**src/rtl/mux_rr_pkg.sv**
```systemverilog
// mux_rr_pkg: shared constants, state encoding and selector-width helper for the round-robin mux
package mux_rr_pkg;
  localparam logic MODE_MANUAL = 1'b0;
  localparam logic MODE_RR = 1'b1;
  localparam int CNT_W = 16;
  typedef enum logic {ST_EMPTY, ST_FULL} ost_e;
  function automatic int sel_w(input int n);
    return (n > 2) ? $clog2(n) : 1;
  endfunction
endpackage

```
**src/rtl/mux_rr_nto1_pick.sv**
```systemverilog
// rr_pick: rotating-priority search for the first requester after ptr, wrapping mod N_CH
module rr_pick
  import mux_rr_pkg::*;
#(
  parameter int N_CH = 8,
  localparam int SEL_W = sel_w(N_CH)
) (
  input  logic [N_CH-1:0]  req,
  input  logic [SEL_W-1:0] ptr,
  output logic [SEL_W-1:0] gnt_idx,
  output logic             gnt_vld
);
  // walk from the farthest candidate back to ptr+1 so the nearest requester wins last
  always_comb begin
    logic [SEL_W-1:0] idx;
    idx = '0;
    gnt_idx = '0;
    gnt_vld = 1'b0;
    for (int k = N_CH; k >= 1; k--) begin
      idx = SEL_W'((int'(ptr) + k) % N_CH);
      if (req[idx]) begin
        gnt_vld = 1'b1;
        gnt_idx = idx;
      end
    end
  end
endmodule

```
**src/rtl/mux_rr_nto1.sv**
```systemverilog
// mux_rr_nto1: registered N-to-1 valid/ready mux, manual or round-robin; MUX_RR_STATS_EN adds per-channel grant counters
module mux_rr_nto1
  import mux_rr_pkg::*;
#(
  parameter int N_CH = 8,
  parameter int WIDTH = 3,
  localparam int SEL_W = sel_w(N_CH)
) (
  input  logic                  clk,
  input  logic                  rst_n,
  input  logic [N_CH*WIDTH-1:0] in_data,
  input  logic [N_CH-1:0]       in_valid,
  output logic [N_CH-1:0]       in_ready,
  input  logic                  mode,
  input  logic [SEL_W-1:0]      sel,
  output logic [WIDTH-1:0]      out_data,
  output logic [SEL_W-1:0]      out_sel,
  output logic                  out_valid,
  input  logic                  out_ready
`ifdef MUX_RR_STATS_EN
  ,
  output logic [N_CH*CNT_W-1:0] grant_cnt
`endif
);
  ost_e state, state_nxt;
  logic [SEL_W-1:0] rr_ptr, rr_idx, gnt;
  logic rr_vld, man_vld, gnt_vld, load, xfer;

  rr_pick #(.N_CH(N_CH)) u_pick (
    .req(in_valid),
    .ptr(rr_ptr),
    .gnt_idx(rr_idx),
    .gnt_vld(rr_vld)
  );

  // grant selection and one-hot ready back to the winning producer
  always_comb begin
    man_vld = (int'(sel) < N_CH) && in_valid[sel];
    gnt_vld = (mode == MODE_RR) ? rr_vld : man_vld;
    gnt = (mode == MODE_RR) ? rr_idx : sel;
    load = (state == ST_EMPTY) || out_ready;
    xfer = load && gnt_vld;
    in_ready = '0;
    in_ready[gnt] = xfer;
  end

  // output FSM: refill on every load, drain to EMPTY when nothing is granted
  always_comb begin
    state_nxt = state;
    if (load) state_nxt = gnt_vld ? ST_FULL : ST_EMPTY;
  end

  assign out_valid = (state == ST_FULL);

  // state, output word and round-robin pointer registers
  always_ff @(posedge clk or negedge rst_n) begin
    if (!rst_n) begin
      state <= ST_EMPTY;
      out_data <= '0;
      out_sel <= '0;
      rr_ptr <= SEL_W'(N_CH - 1);
    end else begin
      state <= state_nxt;
      if (xfer) begin
        out_data <= in_data[gnt*WIDTH +: WIDTH];
        out_sel <= gnt;
        if (mode == MODE_RR) rr_ptr <= gnt;
      end
    end
  end

`ifdef MUX_RR_STATS_EN
  logic [CNT_W-1:0] cnt [N_CH];

  // saturating per-channel transfer counters
  always_ff @(posedge clk or negedge rst_n) begin
    if (!rst_n) begin
      for (int i = 0; i < N_CH; i++) cnt[i] <= '0;
    end else if (xfer && cnt[gnt] != '1) begin
      cnt[gnt] <= cnt[gnt] + 1'b1;
    end
  end

  for (genvar c = 0; c < N_CH; c++) begin : g_cnt
    assign grant_cnt[c*CNT_W +: CNT_W] = cnt[c];
  end
`endif
endmodule

```
**config.mk**
```make
export PLATFORM = sky130hd
export DESIGN_NAME = mux_rr_nto1
export DESIGN_NICKNAME = d
export VERILOG_FILES = /design/src/rtl/mux_rr_pkg.sv /design/src/rtl/mux_rr_nto1_pick.sv /design/src/rtl/mux_rr_nto1.sv
export SDC_FILE = /design/constraint.sdc
export NUM_CORES = 1
export LEC_CHECK = 0
export ABC_AREA = 1
export ABC_CLOCK_PERIOD_IN_PS = 9000
export CAP_MARGIN = 20
export CORE_ASPECT_RATIO = 0.8
export CORE_MARGIN = 10
export CORE_UTILIZATION = 34
export DETAILED_ROUTE_END_ITERATION = 6
export GPL_ROUTABILITY_DRIVEN = 0
export HOLD_SLACK_MARGIN = 0.05
export PLACE_DENSITY_LB_ADDON = 0.15
export SYNTH_ARGS = -nofsm -noshare
export SYNTH_HDL_FRONTEND = slang
export SYNTH_HIERARCHICAL = 1
export SYNTH_SLANG_ARGS = --single-unit
```
**constraint.sdc**
```tcl
create_clock -name clk -period 9 [get_ports clk]
set_input_delay 1.8 -clock clk [delete_from_list [all_inputs] [get_ports clk]]
set_output_delay 1.8 -clock clk [all_outputs]
set_load 0.005 [all_outputs]
```
* Word level (Yosys, flattened, before mapping)
Index checks and enable logic that the tools add are counted.
** Word-level totals
- Bits of input ports :: 39
- Logic and storage cells :: 70
- Register bits after elaboration :: 10
- Output and inout port bits :: 15
** Cells by class
- Reduce and logical (&&, ||, !) cells :: 4
- Shift-type cells :: 1
- Multipliers :: 1
- Magnitude comparators :: 11
- Multiplexer cells :: 39
- Bitwise gates (word level) :: 2
- Add/subtract/negate cells :: 8
** Operator list (number)
- $lt 3x4->1 const B :: 10
- $bmux 1 s3 :: 9
- $mux 3 :: 9
- $shiftx 24x6->3 :: 1
- $mux 1 :: 20
- $add 3x3->3 const B :: 4
- $and 8x8->8 :: 1
- $add 3x1->3 const B :: 2
- $add 3x2->3 const B :: 2
- $mul 3x2->5 const B :: 1
- $demux 1 s3 :: 1
- $ge 3x1->1 const B :: 1
- $logic_and 1x1->1 :: 2
- $reduce_and 2->1 :: 1
- $logic_or 1x1->1 :: 1
- $not 1->1 :: 1

* Logic depth before layout (Yosys ltp)
Gate-level depths: netlist of run 1.
- Word-level depth :: 17
- Depth in mapped cells :: 25
- Mapped depth without buffers :: 24

* By module
Netlist of run 1, hierarchy kept.
** By module, submodules not included
- mux_rr_nto1 :: instances 1, seq. area each 254.0 sq um, area each 992.2 sq um, cells each 174
- rr_pick :: instances 1, seq. area each 0.0 sq um, area each 666.9 sq um, cells each 123

* Worst setup path after synthesis of run 1
No wires, ideal clock.
- Path type :: input to output
- Start :: input port in_valid[2]
- End :: output port in_ready[7]
- Data required time :: 7200 ps
- Arrival :: 3257 ps
- Path buffers :: 0
- Slack :: 3943 ps
- Stages :: 17
- Cells stage by stage :: nand2_1 -> nand3_2 -> nand3_2 -> nand2_2 -> nor2_2 -> nand2_1 -> nand3_1 -> nand2_1 -> nand2_1 -> nand2_1 -> a21oi_2 -> inv_1 -> nand2_1 -> nand2_1 -> nor2_1 -> inv_1 -> nor3_1
** On the way
- Longest elaborated chain between the ends :: 16
- Elaborated cells between the ends (all ways) :: 43
- Classes of those cells :: order compare: 2; mux: 38; bitwise: 1; reduce/logical: 2
** RTL lines
- from (decl) :: line mux_rr_nto1.sv:12 : input logic [N_CH-1:0] in_valid,
- $bmux 1 s3 :: line mux_rr_nto1_pick.sv:21 : if (req[idx]) begin
- $mux 1 (implied by the code) :: line mux_rr_nto1_pick.sv:21
- $mux 3 (7 in series) :: line mux_rr_nto1_pick.sv:21
- $mux 3 (*) :: line mux_rr_nto1_pick.sv:21
- via rr_idx[1] :: line mux_rr_nto1.sv:26 : logic [SEL_W-1:0] rr_ptr, rr_idx, gnt;
- $mux 3 (*) :: line mux_rr_nto1.sv:40 : gnt = (mode == MODE_RR) ? rr_idx : sel;
- $lt 3x4->1 (implied by the code) or $ge 3x1->1 (tied branches) :: line mux_rr_nto1.sv:44 : in_ready[gnt] = xfer;
- $logic_and 1x1->1 (implied by the code) :: line mux_rr_nto1.sv:44
- $mux 1 (implied by the code) :: line mux_rr_nto1.sv:44
- $demux 1 s3 (*) :: line mux_rr_nto1.sv:44
- $and 8x8->8 (no line) (*)
- to (decl) :: line mux_rr_nto1.sv:13 : output logic [N_CH-1:0] in_ready,
Mark *: on every way through the listed nets, which the timed path passes. The rest lies on a longest branch. The select of a mux whose other input is x is not followed.

* Worst setup path in the final report of run 1
- Start :: input port in_valid[7]
- End :: output port in_ready[7]
The elaborated chain is that of the path after synthesis.

==> results of run 1 <==
## cells by family after synthesis
kind of cell             synth area share (%)
AND/OR/NAND/NOR                         55.05
buffers and inverters                   18.40
adder cells (fa/ha/maj)                 1.508
AO/OA/AOI/OAI                           6.185
flip-flops                              15.31
XOR/XNOR                                3.545
## worst paths after layout
path                                   from     endpoint  slack (ns)  cells after the start
worst max-delay path            in_valid[7]  in_ready[7]        2.52                     20
max in group asynchronous             rst_n    rr_ptr[0]        6.80                      1
worst min register to register   out_sel[2]   out_sel[2]        0.48                      2
worst max register to register    rr_ptr[0]  out_data[0]        5.76                     23
worst min-delay path             out_sel[2]   out_sel[2]        0.48                      2
min in group asynchronous             rst_n   out_sel[0]        1.87                      1
## routing by layer
metal,vias to the layer above,part of all wire [%],GRT usage (%)
met4,0,1.3,4.348
met5,-,0,0
li1,1022,-,-
met1,820,47,16.63
met3,6,9.1,2.822
met2,81,42,19.67
## power by group through the flow
stage | clock, mW | sequential (mW) | combinational (mW)
detailed placement | 0 | 0.113 | 0.797
floorplan | 0 | 0.0855 | 0.634
CTS | 0.0487 | 0.113 | 0.799
global route | 0.0521 | 0.118 | 0.914
global placement | 0 | 0.113 | 0.799
finish | 0.0480 | 0.112 | 0.801
## synthesized netlist by cell type, types with 6 or more instances
cell type  instances
buf_6              6
nor3_1             8
nand3_1           44
o21ai_0            6
dfrtp_1            7
nand2_1          115
nand2_2            6
nand3_2            8
nor2_1             6
a21oi_1            6
inv_1             53
## cell type report
| cell class | count | area, sq um |
|---|---|---|
| clock buffer | 4 | 45.04 |
| inverter | 58 | 230.2 |
| sequential | 10 | 254.0 |
| fill | 479 | 2417 |
| multi-input combinational | 222 | 1100 |
| tap | 60 | 75.07 |
| timing repair buffer | 53 | 530.5 |
## through the flow
| step | cell area (sq um) | power (mW) | std cells | utilization, % |
|---|---|---|---|---|
| floorplan | 1659 | 0.7200 | 297 | - |
| global placement | 2190 | 0.9124 | 403 | 47.07 |
| detailed placement | 2190 | 0.9098 | 403 | 47.07 |
| CTS | 2235 | 0.9608 | 407 | 48.04 |
| global route | 2235 | 1.084 | 407 | 48.04 |
| finish | 2235 | 0.9608 | 407 | 48.04 |
## state kept, by name, summed over array words and instances, names as in the netlist
name and cells:
out_valid 1, rr_ptr 3, out_sel 3, out_data 3
## worst max-delay path, cell delays in order
cell,delay (ns)
clkdlybuf4s50_1,0.52
nand2_1,0.08
nand3_1,0.16
nand3_1,0.09
nand2_1,0.11
inv_1,0.05
nor2_2,0.09
nand2_1,0.06
nand3_1,0.06
nand2_1,0.05
nand2_1,0.06
nand2_1,0.06
a21oi_2,0.14
inv_1,0.05
nand2_1,0.05
nand2_1,0.14
nor2_1,0.26
inv_1,0.11
nor3_1,0.20
clkdlybuf4s50_1,0.53
==> metrics.txt, run 1 <==
clk buf depth 2; vias in the first global route 1809; initial antenna violation count 0; Synth async-reset ratio 100.0%; post-CTS resize count 0; TritonCTS clock tree done; worst-path fanout max 4; Seq/Total Area, Yosys 15.31%; # clock sinks 10; max cap viols 0; setup bufs post-CTS 0; vias per cell 4.740; internal power component 0.4055 mW; Switching Power approximately 0.56 mW; # rows 22; hold_buf cts 0; Slew Viols, Final 0; number of flops mapped to enable cells by yosys 0; commonest non-fill, non-tap cells in the layout nand2_1, inv_1, clkdlybuf4s50_1; initial core utilization 35.66%; power share of the clock group 5.0%; CP arrival 4.68 ns; final worst slack 2.525 ns; Worst-Skew Late Latency around 0.24 ns; Final period util 71.95%; HP Class reg2reg; Synth top area share between 20% and 30%; most common cell after layout, fill and taps aside nand2_1; Period minus WS final about 6.5 ns; setup repair after global routing missed its margin no; layout cells sized above 1 9.798%; CP Capture Type output port; startpoint class of the critical path primary input; Setup Viol. Count Final 0; CP required just over 7 ns; GR Util All Layers between 10% and 20%; remaining global-route overflow 0; Post-Synthesis Cells 297; TritonRoute pass-1 iters 5; CTS root buf clkbuf_8; Peak Freq about 150 MHz; IO Count 54; # port buffers 53; kind of critical path in2out; Gate power share 83.3%; Worst slew margin 70.56%; CTS H-tree lvls 1; DRC 0; Mapped Area 1659 sq um; Iter 0 DRT Violations 215; synth top area cells nand2_1, nand3_1, inv_1; diode count 0; setup_tns 0 ns; Worst Tran Pin Value about 0.44 ns; Total Routed Length 5202 um; P&R area growth vs syn 34.69%; Yosys warnings 6; Switching Fraction 57.80%; first-pass GRT wire length 8556 um; DR vias 1929; Nets between 300 and 400; share of power burned in registers between 10% and 20%; hold_ws approximately 0.48 ns; Netlist cell types 33; Syn Nets roughly 340; HPWL after DPL around 4400 um; Placement Setup Slack 2.540 ns; Chip Width a little under 100 um; Num CTS Buffers 3; Primary FF master, synth dfrtp_1; wire per inst 12.78 um; leakage 1.195 nW; area of the die about 8100 sq um; PD cells 430.0 nW/um^2; post-synth top area cell nand2_1; worst clock skew 0.002872 ns; core area 4652 sq um; largest net degree at the start of global routing 20; maximum vdd drop 0.1606 mV; status completed; clk slew on worst S/H paths 0.05 ns; Detail Route Antenna Nets 0; die height 82.48 um; Avg Inst Size Synth 5.586 sq um; Synth Register Bits 10; final hold vios 0
(Power assumes the default switching activity.)
==> run 2: changes to the inputs <==
- ABC_CLOCK_PERIOD_IN_PS: 9000 -> 6110
- clock period: 9 -> 6.11 ns (I/O delays scaled with it)
==> run 2 against run 1 <==
Critical path depth is the same. Die area is the same. Cell count is the same. Critical endpoint unchanged. Global-route usage shrank 0.11 points. Cell area grew 0.45%. Sequential share of layout area shrank 0.051 points. Non-clock buffer count is the same. Combinational power grew 47%. Setup slack lost 1.7 ns. Flip-flop and latch count is the same. First-iteration DRC count shrank 27%. Critical path type unchanged.
==> metrics.txt, run 2 (synthesized netlist as in run 1, its figures left out) <==
status completed; startpoint class of the critical path primary input; diode count 0 (unchanged); TritonCTS clock tree done; layout cells sized above 1 10.09% (+0.29 points); PD cells 633.5 nW/um^2 (+47%); CP max stage delay 0.53 ns (about the same); Worst-Skew Late Latency 0.24 ns (about the same); Top Family by Delay on Critical Path simple AND/OR/NAND/NOR gates; # clock sinks 10 (unchanged); Switching Power 0.8137 mW (+47%); Period minus WS final 5.325 ns; most frequent CP cell nand2_1; Setup Viol. Count Final 0 (unchanged); clk slew on worst S/H paths 0.05 ns (about the same); setup bufs post-CTS 0 (unchanged); TritonRoute pass-1 iters 4 (-1); CP Capture Type output port; maximum vdd drop 0.2526 mV (+57%); P&R area growth vs syn 35.29%; CTS root buf clkbuf_8; Switching Fraction 57.23% (-0.57 points); core area 4652 sq um (unchanged); setup_tns 0 ns (unchanged); post-CTS resize count 0 (unchanged); flop-to-flop setup slack 2.86 ns (-2.90 ns); share of power burned in registers 11.6% (about the same); first-pass GRT wire length 8569 um (+0.15%); Nets 389 (unchanged); Worst Tran Pin Value 0.4188 ns (-0.02144 ns); CP required 4.89 ns (-2.31 ns); vias in the first global route 1810 (+0.055%); worst clock skew 0.0008439 ns (-0.002028 ns); initial core utilization 35.66% (unchanged); CP Depth 20 (unchanged); Worst slew margin 72.00% (+1.4 points); worst-path fanout max 4 (unchanged); HPWL after DPL 4350 um (-0.25%); Placement Setup Slack 0.7976 ns (-1.743 ns); hold path depth 2 (unchanged); Iter 0 DRT Violations 158 (-27%); final worst slack 0.7851 ns (-1.740 ns); Num CTS Buffers 3 (unchanged); Final period util 87.15%; critical path, cell by cell clkdlybuf4s50_1 -> nand2_1 -> nand3_1 -> nand3_1 -> nand2_1 -> inv_1 -> nor2_2 -> nand2_1 -> nand3_1 -> nand2_1 -> nand2_1 -> nand2_1 -> a21oi_2 -> inv_1 -> nand2_1 -> nand2_1 -> nor2_1 -> inv_1 -> nor3_1 -> clkdlybuf4s50_1; Slew Viols, Final 0 (unchanged); WP buf/inv 5 (unchanged); DR vias 1915 (-0.73%); # rows 22 (unchanged); commonest non-fill, non-tap cells in the layout nand2_1, inv_1, clkdlybuf4s50_1; Detail Route Antenna Nets 0 (unchanged); path depth of the worst reg2reg path 22 (-4.3%); largest net degree at the start of global routing 20 (unchanged); # port buffers 53 (unchanged); Gate power share 82.6% (-0.7 points); Total Routed Length 5141 um (-1.2%); Fillers 477 (-0.42%); max cap viols 0 (unchanged); most common cell after layout, fill and taps aside nand2_1; Peak Freq 187.8 MHz; clk buf depth 2 (unchanged); HP Class reg2reg; setup repair after global routing missed its margin no; Pwr Total 1.422 mW (+48%); kind of critical path in2out; CP arrival 4.10 ns (-0.58 ns); biggest regs out_data x3, out_sel x3, rr_ptr x3; initial antenna violation count 0 (unchanged); leakage 1.201 nW (+0.50%); area of the die 8091 sq um (unchanged); hold_buf cts 0 (unchanged); DRC 0 (unchanged); die height 82.48 um (unchanged); remaining global-route overflow 0 (unchanged); CTS H-tree lvls 1 (unchanged); CP max stage cell clkdlybuf4s50_1; GR Util All Layers 12.43% (-0.11 points); vias per cell 4.705 (-0.73%); IO Count 54 (unchanged); internal power component 0.6082 mW (+50%); power share of the clock group 5.8% (+0.8 points); final hold vios 0 (unchanged); wire per inst 12.63 um (-1.2%); Chip Width 98.10 um (unchanged)
run 2: cell types whose count changed in the layout (fill, tap and decap cells not counted):
cell	change
clkbuf_1	-1
clkbuf_8	+1
run 2: metrics by stage:
step	util (%)	std cells	hold WS, ns	cell area (sq um)
final	48.25	407	0.4862	2245
after global placement	47.07	403	0.4716	2190
after CTS	48.25	407	0.4911	2245
after global routing	48.25	407	0.5123	2245
after detailed placement	47.07	403	0.4793	2190
after floorplan	-	297	0.4724	1659
run 2: worst reg2reg max path, delay by kind of cell (launching register included):
kind | cells | cell delay (ns)
compound gates | 2 | 0.20
fa+ha+maj | 1 | 0.48
buf+inv | 4 | 0.36
flops | 1 | 0.66
simple gates | 15 | 1.49
run 2: path summary, 6_finish.rpt:
kind,start,to
setup reg to reg,rr_ptr[1],out_data[0]
min in group asynchronous,rst_n,out_sel[0]
hold reg to reg,out_sel[2],out_sel[2]
max in group asynchronous,rst_n,rr_ptr[0]
hold / removal,out_sel[2],out_sel[2]
setup / recovery,in_valid[7],in_ready[7]
run 2: layer usage:
layer / wire length (um) / GRT usage [%]
met5: 0 / 0
met4: 63 / 3.478
met3: 438 / 2.739
met2: 2191 / 19.28
met1: 2448 / 16.96
run 2: area by class of cell:
type                    instances  area, sq um  area share [%]
clock buffers                   4        55.05           2.453
inverters                      58        230.2           10.26
multi-input cells             222         1100           49.00
flip-flops and latches         10        254.0           11.32
well taps                      60        75.07           3.344
repair buffers                 53        530.5           23.63
run 2: power groups by stage:
stage | sequential, mW | combinational, mW | clock, mW
after floorplan | 0.126 | 0.935 | 0
after global placement | 0.167 | 1.18 | 0
after detailed placement | 0.165 | 1.17 | 0
after CTS | 0.165 | 1.17 | 0.0827
after global routing | 0.172 | 1.34 | 0.0869
final | 0.165 | 1.18 | 0.0821
